## config.mk

```make
export PLATFORM = sky130hd
export DESIGN_NAME = pipe_addsub_acc
export DESIGN_NICKNAME = d
export VERILOG_FILES = /design/src/rtl/addsub_pkg.sv /design/src/rtl/pipe_stage.sv /design/src/rtl/pipe_addsub_acc.sv
export SDC_FILE = /design/constraint.sdc
export NUM_CORES = 1
export LEC_CHECK = 0
export ABC_CLOCK_PERIOD_IN_PS = 2450
export BUFFER_PORTS_ARGS = -buffer_cell sky130_fd_sc_hd__buf_2
export CAP_MARGIN = 20
export CORE_UTILIZATION = 52
export CTS_CLUSTER_SIZE = 14
export DETAILED_ROUTE_END_ITERATION = 7
export GPL_ROUTABILITY_DRIVEN = 0
export PLACE_DENSITY_LB_ADDON = 0.08
export RECOVER_POWER = 50
export REMOVE_ABC_BUFFERS = 1
export SLEW_MARGIN = 20
export SYNTH_ARGS = -nofsm -noshare
export SYNTH_HDL_FRONTEND = slang
export SYNTH_HIERARCHICAL = 1
export SYNTH_SLANG_ARGS = --single-unit
export TNS_END_PERCENT = 30
```

## constraint.sdc

```tcl
create_clock -name clk -period 2.45 [get_ports clk]
set_clock_uncertainty 0.1 [all_clocks]
set_input_delay 0.3675 -clock clk [delete_from_list [all_inputs] [get_ports clk]]
set_output_delay 0.3675 -clock clk [all_outputs]
set_load 0.1 [all_outputs]
```

## src/rtl/addsub_pkg.sv

```systemverilog
// rtl/addsub_pkg.sv - mode codes and shared result/accumulator computation
package addsub_pkg;

  localparam logic [1:0] MODE_ADD = 2'b00;
  localparam logic [1:0] MODE_SUB = 2'b01;
  localparam logic [1:0] MODE_ACC = 2'b10;
  localparam logic [1:0] MODE_CLR = 2'b11;

  // Wide enough for any practical WIDTH; callers truncate to WIDTH+1 bits,
  // which yields the required mod 2^(WIDTH+1) behaviour for SUB and ACC.
  localparam int CALC_W = 64;

  typedef struct packed {
    logic [CALC_W-1:0] res;
    logic [CALC_W-1:0] acc;
  } calc_t;

  function automatic calc_t addsub_calc(
    input logic [1:0]        mode,
    input logic [CALC_W-1:0] a,
    input logic [CALC_W-1:0] b,
    input logic [CALC_W-1:0] acc
  );
    calc_t r;
    r.res = '0;
    r.acc = acc;
    case (mode)
      MODE_ADD: r.res = a + b;
      MODE_SUB: r.res = a - b;
      MODE_ACC: begin
        r.acc = acc + a + b;
        r.res = r.acc;
      end
      default: r.acc = '0;
    endcase
    return r;
  endfunction

endpackage

```

## src/rtl/pipe_stage.sv

```systemverilog
// rtl/pipe_stage.sv - one valid/data pipeline register with a shared shift enable
module pipe_stage #(
  parameter int DW = 8
) (
  input  logic          clk,
  input  logic          rst_n,
  input  logic          en_i,
  input  logic          valid_i,
  input  logic [DW-1:0] data_i,
  output logic          valid_o,
  output logic [DW-1:0] data_o
);

  logic          valid_q, valid_d;
  logic [DW-1:0] data_q, data_d;

  always_comb begin
    valid_d = valid_q;
    data_d  = data_q;
    if (en_i) begin
      valid_d = valid_i;
      data_d  = valid_i ? data_i : '0;  // bubbles carry zero data
    end
  end

  always_ff @(posedge clk or negedge rst_n) begin
    if (!rst_n) begin
      valid_q <= 1'b0;
      data_q  <= '0;
    end else begin
      valid_q <= valid_d;
      data_q  <= data_d;
    end
  end

  assign valid_o = valid_q;
  assign data_o  = data_q;

endmodule

```

## src/rtl/pipe_addsub_acc.sv

```systemverilog
// rtl/pipe_addsub_acc.sv - LAT-stage add/sub/accumulate pipeline with valid/ready on both sides
module pipe_addsub_acc
  import addsub_pkg::*;
#(
  parameter int WIDTH = 7,
  parameter int LAT   = 2
) (
  input  logic             clk,
  input  logic             rst_n,
  input  logic             in_valid,
  output logic             in_ready,
  input  logic [WIDTH-1:0] in_a,
  input  logic [WIDTH-1:0] in_b,
  input  logic [1:0]       in_mode,
  output logic             out_valid,
  input  logic             out_ready,
  output logic [WIDTH:0]   out
);

  localparam int DW = WIDTH + 1;

  logic                 adv;
  logic                 accept;
  logic [LAT:0]         stg_valid;
  logic [LAT:0][DW-1:0] stg_data;
  logic [DW-1:0]        acc_q, acc_d;
  calc_t                calc;
  logic                 unused_calc_hi;

  // Whole pipeline moves or holds as one; a full last stage blocks everything.
  assign adv      = !stg_valid[LAT] || out_ready;
  assign accept   = in_valid && adv;
  assign in_ready = adv;

  assign calc = addsub_calc(in_mode, CALC_W'(in_a), CALC_W'(in_b), CALC_W'(acc_q));
  assign unused_calc_hi = ^{calc.res[CALC_W-1:DW], calc.acc[CALC_W-1:DW]};

  always_comb begin
    acc_d = acc_q;
    if (accept) begin
      acc_d = calc.acc[DW-1:0];
    end
  end

  always_ff @(posedge clk or negedge rst_n) begin
    if (!rst_n) begin
      acc_q <= '0;
    end else begin
      acc_q <= acc_d;
    end
  end

  assign stg_valid[0] = in_valid;
  assign stg_data[0]  = calc.res[DW-1:0];

  for (genvar i = 1; i <= LAT; i++) begin : g_stage
    pipe_stage #(
      .DW(DW)
    ) u_stage (
      .clk    (clk),
      .rst_n  (rst_n),
      .en_i   (adv),
      .valid_i(stg_valid[i-1]),
      .data_i (stg_data[i-1]),
      .valid_o(stg_valid[i]),
      .data_o (stg_data[i])
    );
  end

  assign out_valid = stg_valid[LAT];
  assign out       = stg_data[LAT];

endmodule

```

* Yosys cells after proc, flatten, opt, wreduce, memory -nomap -nowiden
Index checks and enable logic that the tools add are counted.
** Cells by class
- $add $sub $neg :: 4
- Equality and inequality tests :: 2
- Muxes and demuxes :: 4
- Bitwise gates (word level) :: 1
- Reductions and logical operators :: 6
** Operators with widths (number)
- 8-bit one-hot mux with 3 select lines :: 1
- 8-bit by 7-bit adder with 8-bit output :: 2
- 8-bit two-way mux :: 2
- 8-bit one-hot mux with 2 select lines :: 1
- 7-bit by 7-bit adder with 8-bit output :: 1
- 7-bit by 7-bit subtractor with 8-bit output :: 1
- 2-bit by 1-bit equality test with 1-bit output (second input constant) :: 1
- 2-bit equality test (second input constant) :: 1
- 2-bit zero test :: 1
- 2-bit AND reduction :: 1
- 2-bit OR reduction :: 1
- 1-bit logical AND :: 1
- 1-bit zero test :: 1
- 1-bit logical OR :: 1
- 1-bit NOT :: 1
** Word-level totals
- Register bits after elaboration :: 26
- Bits of input ports :: 20
- Output and inout port bits :: 10
- Word-level logic and storage cells :: 22

* Logic depth before layout (Yosys ltp)
- Depth after elaboration :: 4
- Gate-level depth with buffers :: 12
- Mapped depth without buffers :: 12

* Modules after synthesis
Netlist, hierarchy kept.
** By module, submodules not included
- pipe_addsub_acc :: instances 1, cells each 155, area an instance 1307.5 um^2, seq. area each 200.2 um^2
- pipe_stage :: instances 2, cells each 37, area an instance 429.2 um^2, seq. area each 225.2 um^2

* Worst setup path before layout
Ideal clock, no wire load.
- Path type :: register -> register
- From :: register g_stage[2].u_stage.valid_q
- To :: register acc_q[2]
- Library setup time :: 0.098 ns
- Arrival time :: 2.728 ns
- Required time :: 2.252 ns
- Path slack :: -0.475 ns
- Cell stages (with the launch flop) :: 6
- Buffers on the path :: 1
- Clock period less this slack :: 2.925 ns
- Cells stage by stage :: dfrtp_1 > nand2b_1 > nand3_1 > clkbuf_1 > nand2_1 > o31ai_1
** On the way
- Word-level cells in the longest chain between the ends :: 4
** RTL lines
- start: declaration :: RTL line pipe_stage.sv:14 : logic valid_q, valid_d;
- start signal: assignment :: RTL line pipe_stage.sv:31 : valid_q <= valid_d;
- 1-bit zero test :: RTL line pipe_addsub_acc.sv:31 : assign adv = !stg_valid[LAT] || out_ready;
- 1-bit logical OR :: RTL line pipe_addsub_acc.sv:31
- net in_ready :: RTL line pipe_addsub_acc.sv:11 : output logic in_ready,
- 1-bit logical AND :: RTL line pipe_addsub_acc.sv:32 : assign accept = in_valid && adv;
- 2-bit AND reduction (no line)
- end signal: assignment :: RTL line pipe_addsub_acc.sv:47 : acc_q <= '0;
- end signal: assignment :: RTL line pipe_addsub_acc.sv:49 : acc_q <= acc_d;
- end: declaration :: RTL line pipe_addsub_acc.sv:26 : logic [DW-1:0] acc_q, acc_d;
The timed path passes the listed nets, and every way through them passes these cells.
A chain may end at the register's enable or synchronous reset.

* Worst setup path in the final report
- From :: register acc_q[1]
- To :: register acc_q[7]
** On the way
- Word-level cells in the longest chain between the ends :: 3
** RTL lines
- 8-bit by 7-bit adder with 8-bit output (2 in a row) :: RTL line addsub_pkg.sv:31 : r.acc = acc + a + b;
- 8-bit one-hot mux with 2 select lines :: RTL line addsub_pkg.sv:27 : case (mode)
Every way passes these cells.

==> implementation parameters <==
Parameter                              Value

Clock tree
  Clock Latency Late Sink    0.28 ns
  Clk sink count    26
  Clock Path Buffers    2
  Number of buffers created by CTS    3
  Clock transition at the registers of the reported paths    0.10 ns
  H-tree level count    1
  TritonCTS clock tree    done
  Clock root buffer    sky130_fd_sc_hd__clkbuf_8

Timing
  Worst slack on hold paths    0.321 ns
  Endpoints failing hold    0
  Summed negative setup slack over all endpoints    -0.302 ns
  Worst slew slack as a fraction of its limit    0.264%
  Final Cycle Share    106%
  Unrepaired setup endpoints after global routing    yes
  Crit path setup slack, layout    -0.157 ns
  Max Slew Vio Count    0
  Achievable clock frequency    384 MHz
  Setup violators final    2
  Post-layout minimum cycle time    2.61 ns
  Actual transition at the worst max-transition pin    1.50 ns

Critical path
  Critical Path, Cell by Cell    fa_1 > ha_2 > inv_2 > fa_2 > nor2b_4 > o31a_1 > o211ai_2 > buf_4 > nor4_2 > a221o_1
  Register-to-Register Path Depth    10
  CP Launch Type    flop
  Slowest cell on the critical path    sky130_fd_sc_hd__fa_1
  Type of the worst setup path    flop to flop
  Data arrival time of the worst path    2.72 ns
  Endpoint required time on the critical path    2.56 ns
  Critical path's largest stage delay    0.50 ns
  CP Capture Type    flop
  Critical path fanouts, max    3

Synth
  Share of cell area taken by muxes after synthesis    2.83%
  Combinational family with the most area after synthesis    compound AO/OA/AOI/OAI gates
  Post-synth design cell area    2170 um^2
  Xor and xnor fraction of the mapped netlist area    3.64%
  Area share of the largest cell type after synthesis    30.0%
  Gate Count Post-Synth    229
  Sequential fraction of the synthesis area    30.0%
  Compound-cell area share of the yosys netlist    20.6%
  FF+latch count, synth    26
  Largest area contributor in the synthesized netlist    sky130_fd_sc_hd__dfrtp_1
  Ranking of synthesized cells by area    sky130_fd_sc_hd__dfrtp_1, sky130_fd_sc_hd__fa_1, sky130_fd_sc_hd__ha_1
  Post-Synthesis Mean Instance Area    9.46 um^2
  Synth Area in Simple Gates    17.3%
  Area share of fa/ha/maj cells after synthesis    16.4%
  Number of distinct library cell variants in the gate-level netlist after synthesis    53
  Count of yosys warnings during synthesis    6

Outcome
  Status    finished with violations
  Failing checks    setup timing

Layout
  Inserted Diodes    0
  Share of post-route cells with drive strength above 1    36.2%
  Number of non-filler instances in the completed layout    337
  Layout Area Growth over Synthesis    23.1%
  Net count reported at finish    331

Place
  Number of I/O port buffers    29
  Number of placed instances, taps included    330
  DP Wirelength    3.64 mm

Floorplan
  Number of rows created at floorplan    23
  Die Y-Extent    66.5 um
  Core Area    4000 um^2
  Top-level I/O count    30
  Die area    4430 um^2
  Initial core utilization    54.1%
  Width of the die    66.5 um

Detailed routing
  Post-detailed-routing wire length    4.64 mm
  M1 wire length    2.30 mm
  Top routing layer used    met4
  DRT antenna net count    0
  Met3 Routed Length    168 um
  Routed vias    1780
  Routed WL per cell    13.8 um
  Drt first pass iters    4
  Final routed DRC violation total    0
  Vias per std cell    5.28
  Total length of routed met2 wires    2.15 mm
  First DRT Iteration DRCs    119

GRT
  First-pass GRT wire length    7.96 mm
  Total track usage    23.8%
  Vias in the first global route    1690
  Initial antenna violation count    0
  Pin count of the biggest net entering global routing    35
  Global route total overflow    0

Job
  Number of max-capacitance violations reported    0

Power and ir drop
  Maximum vdd ir drop    0.462 mV
  Static Leakage    1.28 nW
  Cell area power density    745 nW/um^2

Hold path
  Hold Path Stages    3
  Kind of path behind the tightest hold check    input port to flop
[logic make-up after synthesis]
kind of cell,count (synthesis)
mux,5
compound gates,61
flops,26
xor+xnor,9
fa+ha+maj,23
simple gates,67
buf+inv,38
[flip-flops by register name, summed over array words and instances (netlist names)]
register                 flops
g_stage.u_stage/data_o      16
acc_q                        8
g_stage.u_stage/valid_o      2
[metal layers]
layer	vias up	GRT usage [%]
met3	4	3.60
met1	837	33.8
li1	907	-
met5	-	0
met2	32	38.8
met4	0	3.46
[synth_stat cells, drive strengths merged]
cell,count
dfrtp,26
o21bai,2
a311o,1
and2,2
nor4,1
nor4bb,1
o311ai,1
o21a,3
nor2,14
a211oi,4
fa,9
o31ai,2
or4b,1
o31a,1
a21oi,6
xor2,2
buf,7
o21ai,31
nor2b,4
inv,29
nand2,14
and3,1
mux2,3
a31oi,2
o211ai,2
nand2b,4
a221o,1
a221oi,1
nor4b,1
a211o,1
and2b,2
o2111a,1
and3b,1
o22ai,1
nor3,3
clkbuf,2
a21o,1
xnor2,7
ha,14
mux2i,2
nand3,18
[power breakdown]
group          total [W]  switching [W]  internal, W
clock network   0.000283       0.000139     0.000144
logic            0.00113       0.000651     0.000479
registers       0.000573      0.0000615     0.000511
[layout by cell type (no fill, tap or decap), drive strengths merged, types with 2 or more instances in the layout]
| cell | instances |
|---|---|
| dfrtp | 26 |
| nand2 | 14 |
| nor3 | 3 |
| clkbuf | 5 |
| nor2b | 4 |
| xor2 | 2 |
| nand2b | 4 |
| and2 | 2 |
| mux2i | 2 |
| xnor2 | 7 |
| fa | 9 |
| a211oi | 4 |
| buf | 61 |
| and2b | 2 |
| a21oi | 6 |
| o21ai | 31 |
| o21a | 3 |
| o31ai | 2 |
| nand3 | 18 |
| ha | 14 |
| o21bai | 2 |
| nor2 | 14 |
| o211ai | 2 |
| a31oi | 2 |
| inv | 29 |
| mux2 | 3 |
[worst max-delay path, delay by kind of cell (launching register included)]
family | cells | cell delay (ns)
AND/OR/NAND/NOR | 2 | 0.33
adder cells (fa/ha/maj) | 3 | 1.06
flip-flops | 1 | 0.40
AO/OA/AOI/OAI | 3 | 0.46
buffers and inverters | 2 | 0.20
[through the flow]
stage	total power, W	utilization (%)	instance area (um^2)	worst slack, ns
2_1_floorplan	0.00132	-	2080	-1.56
3_3_place_gp	0.00163	63.7	2550	-0.312
3_5_place_dp	0.00165	63.7	2550	-0.345
4_1_cts	0.00195	65.7	2630	-0.151
5_1_grt	0.00214	66.6	2670	-0.293
6_report	0.00199	66.6	2670	-0.157
[worst paths after layout]
path	slack, ns	end	from
worst max-delay path	-0.16	acc_q[7]$_DFFE_PN0P_	acc_q[1]$_DFFE_PN0P_
worst min-delay path	0.32	g_stage[1].u_stage/data_o[4]$_DFFE_PN0P_	in_valid
worst max register to register	-0.16	acc_q[7]$_DFFE_PN0P_	acc_q[1]$_DFFE_PN0P_
worst min register to register	0.41	acc_q[6]$_DFFE_PN0P_	acc_q[6]$_DFFE_PN0P_
max in group asynchronous	0.50	g_stage[1].u_stage/data_o[7]$_DFFE_PN0P_	rst_n
min in group asynchronous	0.88	g_stage[1].u_stage/data_o[3]$_DFFE_PN0P_	rst_n
[layout make-up]
cell class	count	area, um^2
Inverter	29	109
Timing Repair Buffer	63	429
Multi-Input combinational cell	165	1360
Sequential cell	26	651
Clock buffer	4	55.1
Fill cell	347	1340
Tap cell	50	62.6
[what timing repair did]
action | in CTS | in global routing
hold buffers | 1 | 0
pin swaps | 6 | 8
resized for setup | 6 | 4
endpoints found under the hold margin | 2 | 0
setup buffers | 0 | 2
endpoints found under the setup margin | 6 | 7
(Power assumes the default switching activity.)
